File: src/rtl/cdb_arbiter.sv
// cdb_arbiter: transmitter end of the common data bus.
// Each execution unit (int=0, ls=1, mult=2, div=3) owns one holding slot.
// Full slots are arbitrated (round-robin or fixed priority) and at most one
// result per cycle is broadcast on a registered CDB.
//
// Ports
//   clk, reset               clock, asynchronous active-low reset
//   <u>_valid/_tag/_data     result presented by unit <u>
//   <u>_ready                slot can take a result on this edge
//   int_branch/int_taken     branch resolution info (int unit only)
//   cdb_valid/tag/data       broadcast result
//   cdb_branch/cdb_taken     broadcast is a resolved branch / its outcome
module cdb_arbiter #(
    parameter int W_DATA = 32,
    parameter int W_TAG  = 6,
    parameter bit RR_EN  = 1'b1
) (
    input  logic              clk,
    input  logic              reset,
    input  logic              int_valid,
    output logic              int_ready,
    input  logic [W_TAG-1:0]  int_tag,
    input  logic [W_DATA-1:0] int_data,
    input  logic              int_branch,
    input  logic              int_taken,
    input  logic              ls_valid,
    output logic              ls_ready,
    input  logic [W_TAG-1:0]  ls_tag,
    input  logic [W_DATA-1:0] ls_data,
    input  logic              mult_valid,
    output logic              mult_ready,
    input  logic [W_TAG-1:0]  mult_tag,
    input  logic [W_DATA-1:0] mult_data,
    input  logic              div_valid,
    output logic              div_ready,
    input  logic [W_TAG-1:0]  div_tag,
    input  logic [W_DATA-1:0] div_data,
    output logic              cdb_valid,
    output logic [W_TAG-1:0]  cdb_tag,
    output logic [W_DATA-1:0] cdb_data,
    output logic              cdb_branch,
    output logic              cdb_taken
);
    localparam int NUM_SRC = 4;

    logic [NUM_SRC-1:0]             in_vld;
    logic [NUM_SRC-1:0][W_TAG-1:0]  in_tag;
    logic [NUM_SRC-1:0][W_DATA-1:0] in_data;
    logic [NUM_SRC-1:0]             rdy;
    logic [NUM_SRC-1:0]             acc;

    logic [NUM_SRC-1:0]             full_q;
    logic [NUM_SRC-1:0][W_TAG-1:0]  tag_q;
    logic [NUM_SRC-1:0][W_DATA-1:0] data_q;
    logic                           br_q, tk_q;
    logic [1:0]                     rr_q;

    logic                           gnt_vld;
    logic [1:0]                     gnt_idx;

    assign in_vld  = {div_valid, mult_valid, ls_valid, int_valid};
    assign in_tag  = {div_tag, mult_tag, ls_tag, int_tag};
    assign in_data = {div_data, mult_data, ls_data, int_data};

    // First full slot in search order; search starts at rr_q when
    // round-robin is enabled, otherwise at int. Depends on slot state only.
    always_comb begin
        logic [1:0] idx;
        gnt_vld = 1'b0;
        gnt_idx = 2'd0;
        idx     = 2'd0;
        for (int k = 0; k < NUM_SRC; k++) begin
            idx = RR_EN ? rr_q + 2'(k) : 2'(k);
            if (!gnt_vld && full_q[idx]) begin
                gnt_vld = 1'b1;
                gnt_idx = idx;
            end
        end
    end

    // A slot being granted this cycle frees up on the same edge, so it can
    // accept again; no path from valid to ready.
    for (genvar i = 0; i < NUM_SRC; i++) begin : g_rdy
        assign rdy[i] = ~full_q[i] | (gnt_vld && gnt_idx == 2'(i));
        assign acc[i] = in_vld[i] & rdy[i];
    end

    assign int_ready  = rdy[0];
    assign ls_ready   = rdy[1];
    assign mult_ready = rdy[2];
    assign div_ready  = rdy[3];

    always_ff @(posedge clk or negedge reset) begin
        if (!reset) begin
            full_q     <= '0;
            tag_q      <= '0;
            data_q     <= '0;
            br_q       <= 1'b0;
            tk_q       <= 1'b0;
            rr_q       <= 2'd0;
            cdb_valid  <= 1'b0;
            cdb_tag    <= '0;
            cdb_data   <= '0;
            cdb_branch <= 1'b0;
            cdb_taken  <= 1'b0;
        end else begin
            // Refill takes precedence over the grant clearing the slot.
            for (int i = 0; i < NUM_SRC; i++) begin
                if (acc[i]) begin
                    full_q[i] <= 1'b1;
                    tag_q[i]  <= in_tag[i];
                    data_q[i] <= in_data[i];
                end else if (gnt_vld && gnt_idx == 2'(i)) begin
                    full_q[i] <= 1'b0;
                end
            end
            if (acc[0]) begin
                br_q <= int_branch;
                tk_q <= int_taken;
            end
            if (gnt_vld) begin
                cdb_valid  <= 1'b1;
                cdb_tag    <= tag_q[gnt_idx];
                cdb_data   <= data_q[gnt_idx];
                cdb_branch <= (gnt_idx == 2'd0) & br_q;
                cdb_taken  <= (gnt_idx == 2'd0) & br_q & tk_q;
                rr_q       <= gnt_idx + 2'd1;
            end else begin
                // tag/data keep their last broadcast value
                cdb_valid  <= 1'b0;
                cdb_branch <= 1'b0;
                cdb_taken  <= 1'b0;
            end
        end
    end
endmodule

File: config.mk
export PLATFORM = sky130hd
export DESIGN_NAME = cdb_arbiter
export DESIGN_NICKNAME = d
export VERILOG_FILES = /design/src/rtl/cdb_arbiter.sv
export SDC_FILE = /design/constraint.sdc
export NUM_CORES = 1
export LEC_CHECK = 0
export CORE_MARGIN = 2
export CORE_UTILIZATION = 45
export DETAILED_ROUTE_END_ITERATION = 16
export GPL_TIMING_DRIVEN = 0
export PLACE_DENSITY = 0.78
export SYNTH_ARGS = -nofsm -noshare
export SYNTH_HDL_FRONTEND = slang
export SYNTH_SLANG_ARGS = --single-unit
File: constraint.sdc
create_clock -name clk -period 1.75 [get_ports clk]
set_input_delay 0.4375 -clock clk [delete_from_list [all_inputs] [get_ports clk]]
set_output_delay 0.4375 -clock clk [all_outputs]
set_load 0.03 [all_outputs]
==> out/qor.yml, run 1 <==
routed_wl_um: 23860
tritoncts: "done"
violations: "negative setup slack"
syn_avg_cell_area_um2: 13.91
ys_seq_area_share_pct: 60.16
synthArstFlopShare_pct: 100.0
critical-path-top-delay-family: "flip-flops"
avgViaCountPerCell: 5.489
crit_top_cell: "buf_6"
synth-compound-area-share_pct: 8.740
synth_area_um2: 8361
cts.sinks: 201
grt_pass1_vias: 6613
synth_top_family_by_area: "multiplexers"
fin_ws_ns: -0.3879
path_cells: "buf_6 -> a21oi_2 -> o221a_1 -> nand2b_4 -> buf_6"
clkLatencyLatePin_ns: 0.50
die_h_um: 140.3
synth-seq-cells: 201
antenna_found_initial: 0
run_status: "finished, violations left"
synth_mux_area_share_pct: 22.54
placed_area_um2: 10800
cp_slowest_cell: "dfrtp_1"
synth.distinct_cells: 34
worst_pin_slew_ns: 0.7978
dr.pass1.iters: 6
synth_xor_xnor_area_share_pct: 0
drt_iter0_drc: 434
n_antenna_cell: 0
clockBufferDepth: 3
finalHoldViolCount: 0
portBuffers: 204
synth_common_cells: "dfrtp_1 (201), mux2_2 (114), nand2_1 (45)"
dp.cells: 1035
root_buffer: "clkbuf_16"
cp-startpoint: "rr_q[1]"
r2r-start: "full_q[0]"
cp.required_ns: 1.31
synthSimpleGateAreaFrac_pct: 5.223
vias: 6120
yosysMostFrequentCell: "dfrtp_1"
reg2regPathDepth: 9
rsz0062_at_grt: "yes"
crit_type: "reg2out"
h-tree-depth: 1
leakagePower_nw: 5.558
fin_crit_sh_pct: 122.2
core_area_um2: 18090
fin_util_pct: 69.26
cts_made_buffers: 22
slew_violations: 0
peakVddDrop_mv: 0.9902
setup_viol: 185
detailedPlace.worstSlack_ns: -0.4855
cp-start-kind: "flip-flop"
min_period_ns: 2.138
ios: 205
grt_max_degree: 107
cp.arrival_ns: 1.70
dieArea_um2: 19690
end_kind: "output pin"
gr-total-overflow: 0
core.rowCount: 49
crit_buf_inv: 2
yosys_warnings: 0
gp_congestion: 0.7818
path_depth: 5
ys.flop_type: "dfrtp_1"
synth_nets: 761
grt_pass1_wl_um: 36320
cap_violations: 0
syn_inst: 601
slew_headroom_pct: 46.81
fin_nets: 1031
grt_usage_pct: 23.69
fmax_ghz: 0.4678
synth_area_leader_cell: "dfrtp_1"
finClkSkew_ns: 0.008832
synth_adder_area_share_pct: 0
min_path_type: "in2async"
stdcell_area_um2: 12530
wire_per_inst_um: 21.40
drc: 0
p_total_mw: 26.46
die_w_um: 140.3
max_stage_delay_ns: 0.39
drive_gt1_share_pct: 34.65
p_per_area_nw_per_um2: 2112
fill_cells: 1240
hpwl_um: 14810
start_util_pct: 46.23
crit_fanout: 5
yosysTopAreaCellShare_pct: 60.16
final_cells: 1115
area_growth_pct: 49.82
clkTransAtPathRegs_ns: 0.06
ant_nets: 0
synth_area_leaders: "dfrtp_1 (60%), mux2_2 (15%), mux2_4 (7.2%)"
synth_edf_count: 0
placed cells by master (no fill, tap or decap), drive strengths merged, types with 5 or more instances in the layout:
cell type	n
clkdlybuf4s15	9
buf	77
nor2	44
a21oi	5
a222oi	38
nand2b	7
dfrtp	201
nand2	45
clkbuf	47
clkdlybuf4s50	158
a31oi	39
dlygate4sd2	32
mux2	154
stage by stage:
| step | hold slack [ns] | setup TNS [ns] |
|---|---|---|
| 2_1_floorplan | 0.1419 | -17.26 |
| 3_3_place_gp | 0.4678 | -1672.76 |
| 3_5_place_dp | 0.4750 | -34.14 |
| 4_1_cts | 0.01777 | -22.62 |
| 5_1_grt | 0.05852 | -37.76 |
| 6_report | 0.003524 | -25.07 |
report_power, final:
group          switching (mW)  leakage (nW)  internal, mW  total, mW
registers                1.32          2.37          7.12       8.43
clock network            1.88         0.380          3.03       4.90
logic                    5.88          2.81          7.24       13.1
state kept, by name (all words and copies together) (netlist names), 2 cells and up:
| name | flops |
|---|---|
| cdb_data | 32 |
| cdb_tag | 6 |
| data_q | 128 |
| full_q | 4 |
| rr_q | 2 |
| tag_q | 24 |
area by class of cell:
class	count	area, µm²	area share, %
Inverter	4	15.01	0.1199
Clock buffer	33	693.2	5.534
Multi-Input combinational cell	350	3242	25.88
Buffer	44	544.3	4.345
Clock inverter	6	88.84	0.7092
Sequential cell	201	5031	40.17
Timing Repair Buffer	248	2625	20.96
Tap cell	229	286.5	2.287
worst reg2reg max path: cells and delay by family (launching register included):
family,cells,cell delay [ns]
compound gates,2,0.41
flops,1,0.39
buf+inv,4,0.70
mux,1,0.29
simple gates,2,0.17
kinds of logic (layout without fill, tap and decap cells):
group,Yosys count,count (layout)
multiplexers,154,154
buffers and inverters,50,335
flip-flops,201,201
AO/OA/AOI/OAI,92,92
AND/OR/NAND/NOR,104,104
metal layers:
layer / global-route usage (%) / vias to the layer above / wire [µm] / part of all wire (%)
li1: - / 2772 / - / -
met1: 32.65 / 3102 / 10200 / 43
met2: 39.37 / 215 / 11850 / 50
met3: 3.897 / 31 / 1333 / 5.6
met4: 6.167 / 0 / 471 / 2.0
met5: 0 / - / 0 / 0
what timing repair did:
| action | CTS | global route |
|---|---|---|
| buffers inserted | 23 | 9 |
| cloned | 7 | 7 |
| setup endpoints to repair | 231 | 205 |
| resized for setup | 164 | 62 |
| hold endpoints to repair | 0 | 0 |
| pin swaps | 33 | 45 |
| hold buffers | 0 | 0 |
final timing paths:
check,to,slack [ns]
worst max-delay path,ls_ready,-0.39
worst min-delay path,data_q[34],0.004
worst max register to register,data_q[81],-0.34
worst min register to register,cdb_taken,0.48
max in group asynchronous,full_q[1],0.79
min in group clk,cdb_taken,0.48
No activity file was read; power rests on OpenSTA's default activity.
==> inputs of run 2 (changes only) <==
--- a/config.mk
+++ b/config.mk
@@ -9,7 +9,9 @@
 export CORE_UTILIZATION = 45
 export DETAILED_ROUTE_END_ITERATION = 16
 export GPL_TIMING_DRIVEN = 0
+export HOLD_SLACK_MARGIN = 0.12
 export PLACE_DENSITY = 0.78
+export SLEW_MARGIN = 10
 export SYNTH_ARGS = -nofsm -noshare
 export SYNTH_HDL_FRONTEND = slang
 export SYNTH_SLANG_ARGS = --single-unit
==> out/qor.yml, run 2 (synthesis gave the netlist of run 1 again) <==
cp_slowest_cell: "dfrtp_1"
rrSetupSlack_ns: -0.34
die_h_um: 140.3
area_growth_pct: 50.00
n_antenna_cell: 0
min_period_ns: 2.137
pwr-share-comb_pct: 49.6
hold_depth: 1
min_path_type: "reg2reg"
start_util_pct: 46.23
drc: 0
seq_power_share_pct: 31.9
dr.pass1.iters: 6
crit_type: "reg2out"
gr-total-overflow: 0
p_clk_share_pct: 18.5
grt_pass1_vias: 6623
finClkSkew_ns: 0.008371
leakagePower_nw: 5.564
grt_pass1_wl_um: 36390
p_sw_mw: 9.083
cts_made_buffers: 22
cts.sinks: 201
peakVddDrop_mv: 0.9968
ant_nets: 0
gp_congestion: 0.7818
crit_fanout: 5
finalSetupTns_ns: -25.91
p_total_mw: 26.47
wire_per_inst_um: 21.46
internal_power_mw: 17.39
finalHoldViolCount: 0
path_cells: "buf_6 -> a21oi_2 -> o221a_1 -> nand2b_4 -> buf_6"
p_per_area_nw_per_um2: 2111
max_stage_delay_ns: 0.39
violations: "negative setup slack"
fmax_ghz: 0.4679
vias: 6103
cap_violations: 0
ios: 205
final_common_cell: "dfrtp_1"
crit_top_cell: "buf_6"
hpwl_um: 14810
cp-startpoint: "rr_q[1]"
worst_pin_slew_ns: 0.5706
portBuffers: 204
switching_share_pct: 34.31
setup_viol: 186
fin_ws_ns: -0.3870
drt_iter0_drc: 429
critical-path-top-delay-family: "flip-flops"
run_status: "finished, violations left"
cp-endpoint: "ls_ready"
r2r-start: "full_q[0]"
cp.required_ns: 1.31
reg.largest.list: "data_q x128, cdb_data x32, tag_q x24"
largest_register: "data_q"
routed_wl_um: 23950
clkLatencyLatePin_ns: 0.50
crit_buf_inv: 2
fin_crit_sh_pct: 122.1
die_w_um: 140.3
slew_violations: 0
h-tree-depth: 1
antenna_found_initial: 0
clkTransAtPathRegs_ns: 0.06
clockBufferDepth: 3
dieArea_um2: 19690
end_kind: "output pin"
tritoncts: "done"
cp.arrival_ns: 1.70
drive_gt1_share_pct: 34.61
cp-start-kind: "flip-flop"
layout_common_cells: "dfrtp_1 (200), clkdlybuf4s50_1 (158), mux2_2 (96)"
path_depth: 5
core_area_um2: 18090
grt_usage_pct: 23.75
avgViaCountPerCell: 5.469
core.rowCount: 49
reg2regPathDepth: 9
largest_register_ffs: 128
grt_max_degree: 107
root_buffer: "clkbuf_16"
fin_nets: 1032
rsz0062_at_grt: "yes"
r2r_end: "data_q[81]"
slew_headroom_pct: 61.96
==> run 2: routing by layer <==
| metal | track usage, % | wire length (µm) |
|---|---|---|
| met5 | 0 | 0 |
| met2 | 39.58 | 11870 |
| met3 | 3.897 | 1217 |
| met1 | 32.65 | 10360 |
| met4 | 6.167 | 493 |
==> run 2: worst min path at each step <==
stage / from / end / slack (ns)
final: tk_q / cdb_taken / 0.48
after global routing: tag_q[22] / tag_q[22] / 0.52
after CTS: tk_q / cdb_taken / 0.49
after detailed placement: tk_q / cdb_taken / 0.48
after global placement: tk_q / cdb_taken / 0.47
after floorplan: reset / br_q / 0.14
==> run 2: power by group through the flow <==
stage / sequential (mW) / clock, mW / combinational [mW]
global placement: 8.38 / 0 / 10.3
finish: 8.43 / 4.90 / 13.1
floorplan: 8.97 / 0 / 6.57
global route: 8.71 / 5.17 / 13.9
CTS: 8.39 / 4.97 / 12.1
detailed placement: 8.43 / 0 / 10.6
==> run 2: area by class of cell <==
cell class	instances	area, µm²
buffer	44	544.3
clock buffer	33	693.2
clock inverter	6	88.84
fill	1237	5545
inverter	4	15.01
multi-input combinational	350	3242
sequential	201	5031
tap	229	286.5
timing repair buffer	249	2640
==> run 2: worst reg2reg max path, cell delays in order, from the launching register on <==
cell and delay [ns]:
dfrtp_1 0.39, buf_6 0.14, nor2_2 0.11, nor2_2 0.06, o22a_1 0.20, buf_4 0.14
a21bo_4 0.21, buf_12 0.15, bufbuf_16 0.28, mux2_4 0.29
==> run 2: timing repair <==
action / CTS / global route
hold buffers: 1 / 0
buffers inserted: 23 / 9
setup endpoints to repair: 231 / 240
pin swaps: 33 / 45
endpoints found under the hold margin: 105 / 0
gates cloned: 7 / 7
gates resized for setup: 164 / 63
==> run 2: per-stage QoR <==
| stage | setup slack, ns | instances | area, µm² | utilization, % | hold slack, ns |
|---|---|---|---|---|---|
| after global routing | -0.4406 | 1116 | 12540 | 69.34 | 0.5151 |
| after detailed placement | -0.4855 | 1035 | 10800 | 59.73 | 0.4750 |
| after global placement | -8.920 | 1034 | 10770 | 59.55 | 0.4678 |
| after floorplan | -0.2670 | 601 | 8442 | - | 0.1419 |
| after CTS | -0.3645 | 1104 | 12210 | 67.51 | 0.4925 |
| final | -0.3870 | 1116 | 12540 | 69.34 | 0.4802 |
==> patch: new RTL, flow settings as in run 2 <==
Set the parameter `W_TAG` to 8 (it was 6).
--- a/src/rtl/cdb_arbiter.sv
+++ b/src/rtl/cdb_arbiter.sv
@@ -12,7 +12,7 @@
 //   cdb_branch/cdb_taken     broadcast is a resolved branch / its outcome
 module cdb_arbiter #(
     parameter int W_DATA = 32,
-    parameter int W_TAG  = 6,
+    parameter int W_TAG  = 8,
     parameter bit RR_EN  = 1'b1
 ) (
     input  logic              clk,
Interface: changed (5 resized); port bits go from 205 to 215. The function was not compared with the original's and may differ.
==> patch against run 2 <==
  * The flow still finishes with violations (negative setup slack)
  * Clock skew rose by 0.0023 ns
  * Clock power fell by 3%
  * Total power fell by 0.73%
  * Cell area rose by 1.5%
  * Critical endpoint is now mult_ready
  * Area after synthesis rose by 4.6%
  * Cell count rose by 5.2%
  * Largest cell class unchanged
  * Sequential cell count rose by 10
  * Synthesized cell count rose by 4.5%
  * Worst setup slack improved by 0.048 ns
  * Core utilization fell by 2.0 points
  * Routed wire length fell by 0.31%
==> patch: results (changes against run 2) <==
- Status: finished with violations
- Netlist cell types: 35 (+2.9%)
- RePlAce Congestion: 0.816 (+4.4%)
- R2R setup slack: -0.26 ns (+0.08 ns)
- Mapped Cells: 628 (+4.5%)
- F_max: 479 MHz (+2.3%)
- DP Worst Slack: -0.560 ns (-0.0745 ns)
- Measured slew at the worst slew-check pin: 0.789 ns (+0.218 ns)
- Area contributors post-synth: dfrtp_1 (60%), mux2_2 (15%), mux2_4 (6.9%), a222oi_1 (4.6%), a31oi_1 (2.9%)
- Failing checks: negative setup slack
- Clock group share of total power: 0.182 (-0.003)
- Worst Skew: 0.0107 ns (+0.00228 ns)
- Commonest cells in the netlist: dfrtp_1 (211), mux2_2 (113), nand2_1 (47)
- Post-Layout Cell Count: 1174 (+5.2%)
- Metal-1 WL: 10600 um (+2.0%)
- Number of global-route vias before repair: 6575 (-0.72%)
- First-pass GRT wire length: 36100 um (-0.82%)
- Final Util: 0.674 (-0.0198)
- Synth Area in Compound Gates: 0.0892 (+0.00185)
- Internal: 17.2 mW (-1.2%)
- Syn_nets: 796 (+4.6%)
- 1st-iter DRT viols: 362 (-16%)
- DR WL met3: 1490 um (+22%)
- Comb. pwr: 12.6 mW (-4%)
- Pleak: 5.60 nW (+0.72%)
- Final Worst Setup Slack: -0.339 ns (+0.0481 ns)
- Launch point of the worst reg-to-reg path: rr_q[1]
- Inst Count DP: 1103 (+6.6%)
- Pin count of the biggest net entering global routing: 109 (+1.9%)
- Post-synthesis sequential area ratio: 0.604 (+0.00193)
- Initial antenna violation count: 1 (+1)
- Total GRT Usage: 0.228 (-0.00906)
- Detailed Route WL: 23900 um (-0.31%)
- HPWL after detailed placement: 15300 um (+3.1%)
- Worst reg2reg path endpoint: cdb_data[21]
- Final setup vio count: 207 (+11%)
- Via count: 6356 (+4.1%)
==> patch: cell type report <==
type                    instances  share of cell area
repair buffers                247               0.197
diodes                          1            0.000197
inverters                       4             0.00118
clock inverters                 9             0.00777
well taps                     260              0.0256
multi-input cells             366               0.260
clock buffers                  31              0.0515
flip-flops and latches        211               0.415
plain buffers                  45              0.0416
==> patch: how the worst max path moves through the flow <==
stage | startpoint | end | cells past startpoint
6_report | full_q[0] | mult_ready | 6
5_1_grt | rr_q[1] | div_ready | 5
4_1_cts | full_q[0] | mult_ready | 6
3_5_place_dp | full_q[0] | cdb_data[17] | 7
3_3_place_gp | reset | full_q[1] | 1
2_1_floorplan | full_q[2] | data_q[32] | 8
==> patch: repair_timing <==
item	4_1_cts	5_1_grt
pin swaps	18	22
gates resized for setup	148	25
hold buffers	1	0
gates cloned	3	3
setup endpoints to repair	248	277
setup buffers	16	10
endpoints found under the hold margin	103	0
